### config.mk
export PLATFORM = sky130hd
export DESIGN_NAME = char_is_legal
export DESIGN_NICKNAME = d
export VERILOG_FILES = /design/src/rtl/rc4_pkg.sv /design/src/rtl/char_is_legal.sv
export SDC_FILE = /design/constraint.sdc
export NUM_CORES = 1
export LEC_CHECK = 0
export ABC_AREA = 1
export ABC_CLOCK_PERIOD_IN_PS = 800
export BUFFER_PORTS_ARGS = -buffer_cell sky130_fd_sc_hd__buf_2
export CAP_MARGIN = 20
export CELL_PAD_IN_SITES_DETAIL_PLACEMENT = 0
export CELL_PAD_IN_SITES_GLOBAL_PLACEMENT = 2
export CORE_AREA = 5 5 42 44
export DETAILED_ROUTE_END_ITERATION = 10
export DIE_AREA = 0 0 47 49
export GPL_ROUTABILITY_DRIVEN = 0
export GPL_TIMING_DRIVEN = 0
export PLACE_DENSITY_LB_ADDON = 0.2
export REMOVE_ABC_BUFFERS = 1
export SYNTH_ARGS = -nofsm -noshare
export SYNTH_HDL_FRONTEND = slang
export SYNTH_SLANG_ARGS = --single-unit
### constraint.sdc
create_clock -name vclk -period 0.8
set_input_delay 0.12 -clock vclk [all_inputs]
set_output_delay 0.12 -clock vclk [all_outputs]
set_load 0.03 [all_outputs]
### src/rtl/rc4_pkg.sv
// Shared RC4 cracker definitions: character-set bounds and the message-checker state encoding.
package rc4_pkg;

  localparam int unsigned BYTE_W = 8;
  localparam int unsigned KEY_W  = 24;

  localparam logic [BYTE_W-1:0] CHAR_SPACE = 8'd32;
  localparam logic [BYTE_W-1:0] CHAR_A     = 8'd97;
  localparam logic [BYTE_W-1:0] CHAR_Z     = 8'd122;

  typedef enum logic [2:0] {
    IDLE       = 3'd0,
    SEND_ADDR  = 3'd1,
    WAIT_ADDR  = 3'd2,
    CHECK_CHAR = 3'd3,
    PASS       = 3'd4,
    FAIL       = 3'd5,
    DONE       = 3'd6
  } chk_state_e;

endpackage

### src/rtl/char_is_legal.sv
// Combinational test for a plaintext byte: space or lowercase 'a'..'z'.
module char_is_legal
  import rc4_pkg::*;
(
  input  logic [BYTE_W-1:0] i_char,
  output logic              o_legal_c
);

  assign o_legal_c = (i_char == CHAR_SPACE) ||
                     ((i_char >= CHAR_A) && (i_char <= CHAR_Z));

endmodule

==> flow_metrics.env, run 1 <==
export IMPL_status="finished, violations left"
export IMPL_violations="negative setup slack"
export IMPL_slew_headroom_pct=92.1
export IMPL_holdPathEnd="o_legal_c"
export IMPL_p_clk_share_pct=0
export IMPL_grt_overflow_total=0
export IMPL_p_leak_uw=0.000106
export IMPL_hpwl_um=259
export IMPL_swShare_pct=46.9
export IMPL_area_delta_synth_final_pct=173
export IMPL_cp_cell_sequence="buf_6, nor2_4, buf_4, nand3_2, nand3_2, a21oi_2, buf_6"
export IMPL_placementRows=14
export IMPL_drtIter0Drc=0
export IMPL_postRouteAntennaNets=0
export IMPL_fill_cells=175
export IMPL_worst_hold_slack_ps=565
export IMPL_power_frac_seq_pct=0
export IMPL_setup_viol=1
export IMPL_startpoint_type="input port"
export IMPL_layout_common_cells="nand2_1, buf_6, buf_2, nand3_2, inv_1"
export IMPL_worstMarginPinSlew_ps=118
export IMPL_avgSynthCellArea_sq_um=4.38
export IMPL_critPathMaxFanout=2
export IMPL_fmax_mhz=1130
export IMPL_design_seq_count=0
export IMPL_finalSetupTns_ps=-82.6
export IMPL_slowest_stage="a21oi_2"
export IMPL_syn_cell_area_sq_um=78.8
export IMPL_ir_drop_v=0.000104
export IMPL_ys_types=6
export IMPL_regArea_sq_um=0
export IMPL_max_stage_delay_ps=150
export IMPL_syn_instance_count=18
export IMPL_seq_area_frac_synth_pct=0
export IMPL_switchingPower_uw=43.7
export IMPL_postCtsHoldBufs=0
export IMPL_hold_violations=0
export IMPL_detail_route_wl_per_cell_um=7.73
export IMPL_chipWidth_um=47
export IMPL_core_area_sq_um=1400
export IMPL_viasPerCell=3.16
export IMPL_wl_um=340
export IMPL_nClkBuffers=0
export IMPL_grt_pass1_wl_um=476
export IMPL_timing_final_ws_setup_ps=-82.6
export IMPL_final_core_util_pct=15.4
export IMPL_p_per_area_nw_per_um2=432
export IMPL_io_pins=9
export IMPL_synth_top_cell_by_area="nand2_1"
export IMPL_yosys_area_top_type_share_pct=33.3
export IMPL_die_y_um=49
export IMPL_dpl_worst_slack_ps=-183
export IMPL_holdPathStages=5
export IMPL_total_power_uw=93.1
export IMPL_port_buffers=9
export IMPL_fin_crit_sh_pct=110
export IMPL_gr_usage_all_layers_pct=2.53
export IMPL_share_comb_of_total_power_pct=100.0
export IMPL_worstPathArrival_ps=760
export IMPL_cp_end_kind="output port"
export IMPL_die_area_sq_um=2300
export IMPL_p_int_uw=49.4
export IMPL_nets=38
export IMPL_ys_top_cells_by_area="nand2_1, nand3_1, inv_1"
export IMPL_cap_violations=0
export IMPL_vias=139
export IMPL_slew_violations=0
export IMPL_route_detailed_drc=0
export IMPL_ys_warn_count=0
export IMPL_cp_required_ps=680
export IMPL_crit_type="input port to output port"
export IMPL_grt_pass1_vias=120
export IMPL_antenna_found_initial=0
export IMPL_num_antenna_cells=0
export IMPL_hold_start="i_char[7]"
export IMPL_dr_pass1_iters=1
export IMPL_period_needed_ps=883
export IMPL_start_util_pct=5.63
export IMPL_rsz0062_at_grt="true"
export IMPL_hold_class="input port to output port"
export IMPL_drive_gt1_share_pct=67.9
export IMPL_grt_max_degree=4
[cells by family (layout without fill, tap and decap cells)]
family / count (synthesis) / in the layout / share of synthesized area (%)
AOI/OAI and AO/OA: 1 / 1 / 11.1
buffers and inverters: 4 / 14 / 19.0
and+or+nand+nor: 13 / 13 / 69.9
[worst max-delay path, delay by kind of cell]
kind            cells  cell delay, ps
buf+inv             3             340
simple gates        3             150
compound gates      1             150
[power groups by stage]
stage / combinational, uW / sequential (uW) / clock, uW
after floorplan: 27.4 / 0 / 0
after global placement: 57.8 / 0 / 0
after detailed placement: 57.8 / 0 / 0
after CTS: 79.5 / 0 / 0
after global routing: 103 / 0 / 0
final: 93.1 / 0 / 0
[worst max path at each step]
stage                         start        end  slack (ps)  depth (start not counted)
after floorplan           i_char[1]  o_legal_c         -30                          5
after global placement    i_char[1]  o_legal_c        -180                          7
after detailed placement  i_char[1]  o_legal_c        -180                          7
after CTS                 i_char[0]  o_legal_c        -140                          7
after global routing      i_char[0]  o_legal_c        -150                          7
final                     i_char[1]  o_legal_c         -80                          7
[metrics by stage]
step	instances	cell area (sq um)
2_1_floorplan	18	78.8
6_report	44	215
4_1_cts	44	189
3_3_place_gp	43	144
3_5_place_dp	43	144
5_1_grt	44	215
[routing by layer]
layer  share of wire (%)  global-route usage, %
met1                  39                   4.13
met2                  42                   3.62
met3                  18                  0.369
met4                   0                      0
met5                   0                      0
[area by class of cell]
class	instances	area (sq um)	area share (%)
multi-input combinational	14	96.3	44.8
timing repair buffer	10	83.8	39.0
tap	16	20.0	9.30
inverter	4	15.0	6.98
[cell usage after synthesis]
library cell  n
inv_1         4
nand3_1       3
a21oi_2       1
nor2_1        2
nor2_2        1
nand2_1       7
[what timing repair did]
| action | in CTS | in global routing |
|---|---|---|
| pin swaps | 6 | 6 |
| gates resized for setup | 8 | 8 |
| setup buffers | 1 | 0 |
| endpoints found under the setup margin | 1 | 1 |
No activity file was read; power rests on OpenSTA's default activity.
==> run 2, diff against run 1 <==
Settings changed: CELL_PAD_IN_SITES_GLOBAL_PLACEMENT 2 to 1.
==> flow_metrics.env, run 2 (same netlist as run 1, synthesis figures left out) <==
export IMPL_status="finished, violations left"
export IMPL_violations="negative setup slack"
export IMPL_switchingPower_uw=40.2
export IMPL_die_area_sq_um=2300
export IMPL_detail_route_wl_per_cell_um=7.25
export IMPL_postCtsHoldBufs=0
export IMPL_cp_num_buf_inv=2
export IMPL_multi_input_area_sq_um=86.3
export IMPL_rsz0062_at_grt="true"
export IMPL_share_comb_of_total_power_pct=100.0
export IMPL_start_util_pct=5.63
export IMPL_fin_crit_sh_pct=113
export IMPL_worstPathArrival_ps=780
export IMPL_vias=137
export IMPL_core_area_sq_um=1400
export IMPL_final_area_sq_um=209
export IMPL_layout_common_cells="nand2_1, buf_6, buf_2, inv_1"
export IMPL_design_seq_count=0
export IMPL_setup_viol=1
export IMPL_p_clk_share_pct=0
export IMPL_swShare_pct=44.6
export IMPL_slowest_stage="buf_6"
export IMPL_finalSetupTns_ps=-101
export IMPL_fmax_mhz=1110
export IMPL_critPathMaxFanout=2
export IMPL_nClkBuffers=0
export IMPL_grt_pass1_vias=118
export IMPL_placementRows=14
export IMPL_startpoint_type="input port"
export IMPL_p_int_uw=49.9
export IMPL_p_per_area_nw_per_um2=431
export IMPL_nets=38
export IMPL_p_leak_uw=0.000107
export IMPL_port_buffers=9
export IMPL_cp_end_kind="output port"
export IMPL_chipWidth_um=47
export IMPL_cp_cell_sequence="buf_8, nor2_4, nand3_2, nand2_1, nand2_1, a21oi_2, buf_6"
export IMPL_period_needed_ps=901
export IMPL_layout_commonest_cell="nand2_1"
export IMPL_grt_max_degree=4
export IMPL_die_y_um=49
export IMPL_power_frac_seq_pct=0
export IMPL_cpMostUsedCell="nand2_1"
export IMPL_wl_um=319
export IMPL_grt_overflow_total=0
export IMPL_worst_hold_slack_ps=567
export IMPL_io_pins=9
export IMPL_max_stage_delay_ps=140
export IMPL_dr_pass1_iters=1
export IMPL_crit_type="input port to output port"
export IMPL_cp_required_ps=680
export IMPL_grt_pass1_wl_um=448
export IMPL_viasPerCell=3.11
export IMPL_postRouteAntennaNets=0
export IMPL_timing_final_ws_setup_ps=-101
export IMPL_ir_drop_v=0.0000930
export IMPL_slew_violations=0
export IMPL_drive_gt1_share_pct=57.1
export IMPL_slew_headroom_pct=93.1
export IMPL_fill_cells=170
export IMPL_route_detailed_drc=0
export IMPL_gr_usage_all_layers_pct=2.46
export IMPL_hold_class="input port to output port"
export IMPL_worstMarginPinSlew_ps=103
export IMPL_cap_violations=0
export IMPL_antenna_found_initial=0
export IMPL_dpl_cell_area_sq_um=144
export IMPL_num_antenna_cells=0
export IMPL_area_delta_synth_final_pct=165
export IMPL_hold_violations=0
export IMPL_cp_top_family="simple AND/OR/NAND/NOR gates"
export IMPL_drtIter0Drc=0
export IMPL_regArea_sq_um=0
-- run 2: area by class of cell --
cell class / instances / share of cell area [%]
multi-input combinational: 14 / 41.3
inverter: 4 / 7.19
tap: 16 / 9.58
timing repair buffer: 10 / 41.9
-- run 2: repair_timing --
item	CTS	global route
setup endpoints to repair	1	1
gates resized for setup	8	5
pin swaps	6	6
setup buffers	1	0
-- run 2: worst paths after layout --
check | slack, ps | cells past startpoint | to | startpoint
worst min-delay path | 570 | 5 | o_legal_c | i_char[7]
worst max-delay path | -100 | 7 | o_legal_c | i_char[1]
-- run 2: routing by layer --
metal	vias to the layer above	routed length, um	track usage [%]
met5	-	0	0
met1	54	139	3.04
met4	0	0	0
met3	0	43	0.369
met2	9	136	4.52
li1	74	-	-
-- run 2: power by group through the flow --
stage | clock, uW | sequential [uW] | combinational [uW]
after detailed placement | 0 | 0 | 57.4
after global routing | 0 | 0 | 97.6
after global placement | 0 | 0 | 56.9
after CTS | 0 | 0 | 79.1
final | 0 | 0 | 90.1
after floorplan | 0 | 0 | 27.4
-- run 2: through the flow --
stage | worst slack, ps | total power [uW] | cells | utilization (%)
after floorplan | -30.0 | 27.4 | 18 | -
after global routing | -156 | 97.6 | 44 | 14.9
final | -101 | 90.1 | 44 | 14.9
after detailed placement | -182 | 57.4 | 43 | 10.3
after global placement | -178 | 56.9 | 43 | 10.3
after CTS | -141 | 79.1 | 44 | 13.5
-- run 2: tightest hold or removal path, delay by kind of cell --
kind | cells | cell delay (ps)
buffers and inverters | 3 | 230
and+or+nand+nor | 1 | 60
AOI/OAI and AO/OA | 1 | 40
==> run 3, diff against run 2 <==
Settings changed: CORE_AREA 5 5 42 44 to 3 3 40 42, DIE_AREA 0 0 47 49 to 0 0 43 45, GPL_TIMING_DRIVEN 0 to unset.
==> flow_metrics.env, run 3 (same netlist as run 1, synthesis figures left out) <==
export IMPL_num_antenna_cells=0
export IMPL_finalNonFillerCells=44
export IMPL_start_util_pct=6.13
export IMPL_finalSetupTns_ps=-106
export IMPL_grt_pass1_vias=150
export IMPL_core_area_sq_um=1280
export IMPL_regArea_sq_um=0
export IMPL_gr_usage_all_layers_pct=3.65
export IMPL_setup_viol=1
export IMPL_fin_crit_sh_pct=113
export IMPL_detail_route_wl_per_cell_um=7.16
export IMPL_worstPathArrival_ps=790
export IMPL_timing_final_ws_setup_ps=-106
export IMPL_dr_pass1_iters=2
export IMPL_placementRows=13
export IMPL_grt_pass1_wl_um=593
export IMPL_grt_overflow_total=0
export IMPL_hold_class="input port to output port"
export IMPL_cpMostUsedCell="buf_6"
export IMPL_route_detailed_drc=0
export IMPL_crit_type="input port to output port"
export IMPL_cp_cell_sequence="buf_6, nor2_4, buf_4, nand3_1, nand3_2, a21oi_2, buf_6"
export IMPL_fmax_mhz=1100
export IMPL_critPathMaxFanout=2
export IMPL_violations="negative setup slack"
export IMPL_status="finished, violations left"
export IMPL_hold_violations=0
export IMPL_io_pins=9
export IMPL_max_stage_delay_ps=150
export IMPL_setup_worst_path_start="i_char[1]"
export IMPL_worstMarginPinSlew_ps=102
export IMPL_antenna_found_initial=0
export IMPL_postRouteAntennaNets=0
export IMPL_period_needed_ps=906
export IMPL_p_per_area_nw_per_um2=437
export IMPL_p_leak_uw=0.000111
export IMPL_startpoint_type="input port"
export IMPL_grt_max_degree=4
export IMPL_layout_common_cells="nand2_1, buf_6, buf_2, inv_1"
export IMPL_design_seq_count=0
export IMPL_chipWidth_um=43
export IMPL_die_area_sq_um=1940
export IMPL_cp_required_ps=680
export IMPL_cp_num_buf_inv=3
export IMPL_nClkBuffers=0
export IMPL_viasPerCell=3.30
export IMPL_port_buffers=9
export IMPL_dpl_worst_slack_ps=-167
export IMPL_nets=39
export IMPL_hold_start="i_char[7]"
export IMPL_cp_top_family="buffers and inverters"
export IMPL_placed_cells=43
export IMPL_cp_end_kind="output port"
export IMPL_rsz0062_at_grt="true"
export IMPL_die_y_um=45
export IMPL_layout_commonest_cell="nand2_1"
export IMPL_drive_gt1_share_pct=58.6
export IMPL_drtIter0Drc=2
export IMPL_cap_violations=0
export IMPL_ir_drop_v=0.000145
export IMPL_slew_headroom_pct=93.2
export IMPL_slew_violations=0
export IMPL_area_delta_synth_final_pct=173
export IMPL_slowest_stage="a21oi_2"
export IMPL_wl_um=315
export IMPL_vias=145
[run 3: per-layer routing]
metal	GRT usage, %	vias up	share of wire, %
li1	-	76	-
met1	5.48	60	49
met2	5.69	9	41
met3	0.797	0	9.8
met4	0	0	0
met5	0	-	0
[run 3: area by class of cell]
cell class / count / area (sq um)
fillers: 142 / 1070
repair buffers: 11 / 95.1
multi-input cells: 14 / 86.3
well taps: 15 / 18.8
inverters: 4 / 15.0
[run 3: path summary, 6_finish.rpt]
kind / to / slack, ps / cells past startpoint
max: o_legal_c / -110 / 7
min: o_legal_c / 570 / 5
[run 3: timing repair]
action,CTS,global route
pin swaps,6,6
hold buffers,0,0
setup endpoints to repair,1,1
buffers inserted,1,0
gates resized for setup,6,8
[run 3: metrics by stage]
step / area [sq um] / utilization, % / power [uW] / hold slack [ps]
global placement: 150 / 11.7 / 60.7 / 592
floorplan: 78.8 / - / 27.4 / 372
finish: 215 / 16.7 / 94.1 / 565
global route: 215 / 16.7 / 105 / 589
detailed placement: 150 / 11.7 / 61.5 / 597
CTS: 188 / 14.6 / 80.1 / 565
[run 3: where the power goes]
group / internal, uW / switching [uW] / leakage (uW)
logic: 52.6 / 41.6 / 0.000111
registers: 0 / 0 / 0
clock network: 0 / 0 / 0
total: 52.6 / 41.6 / 0.000111
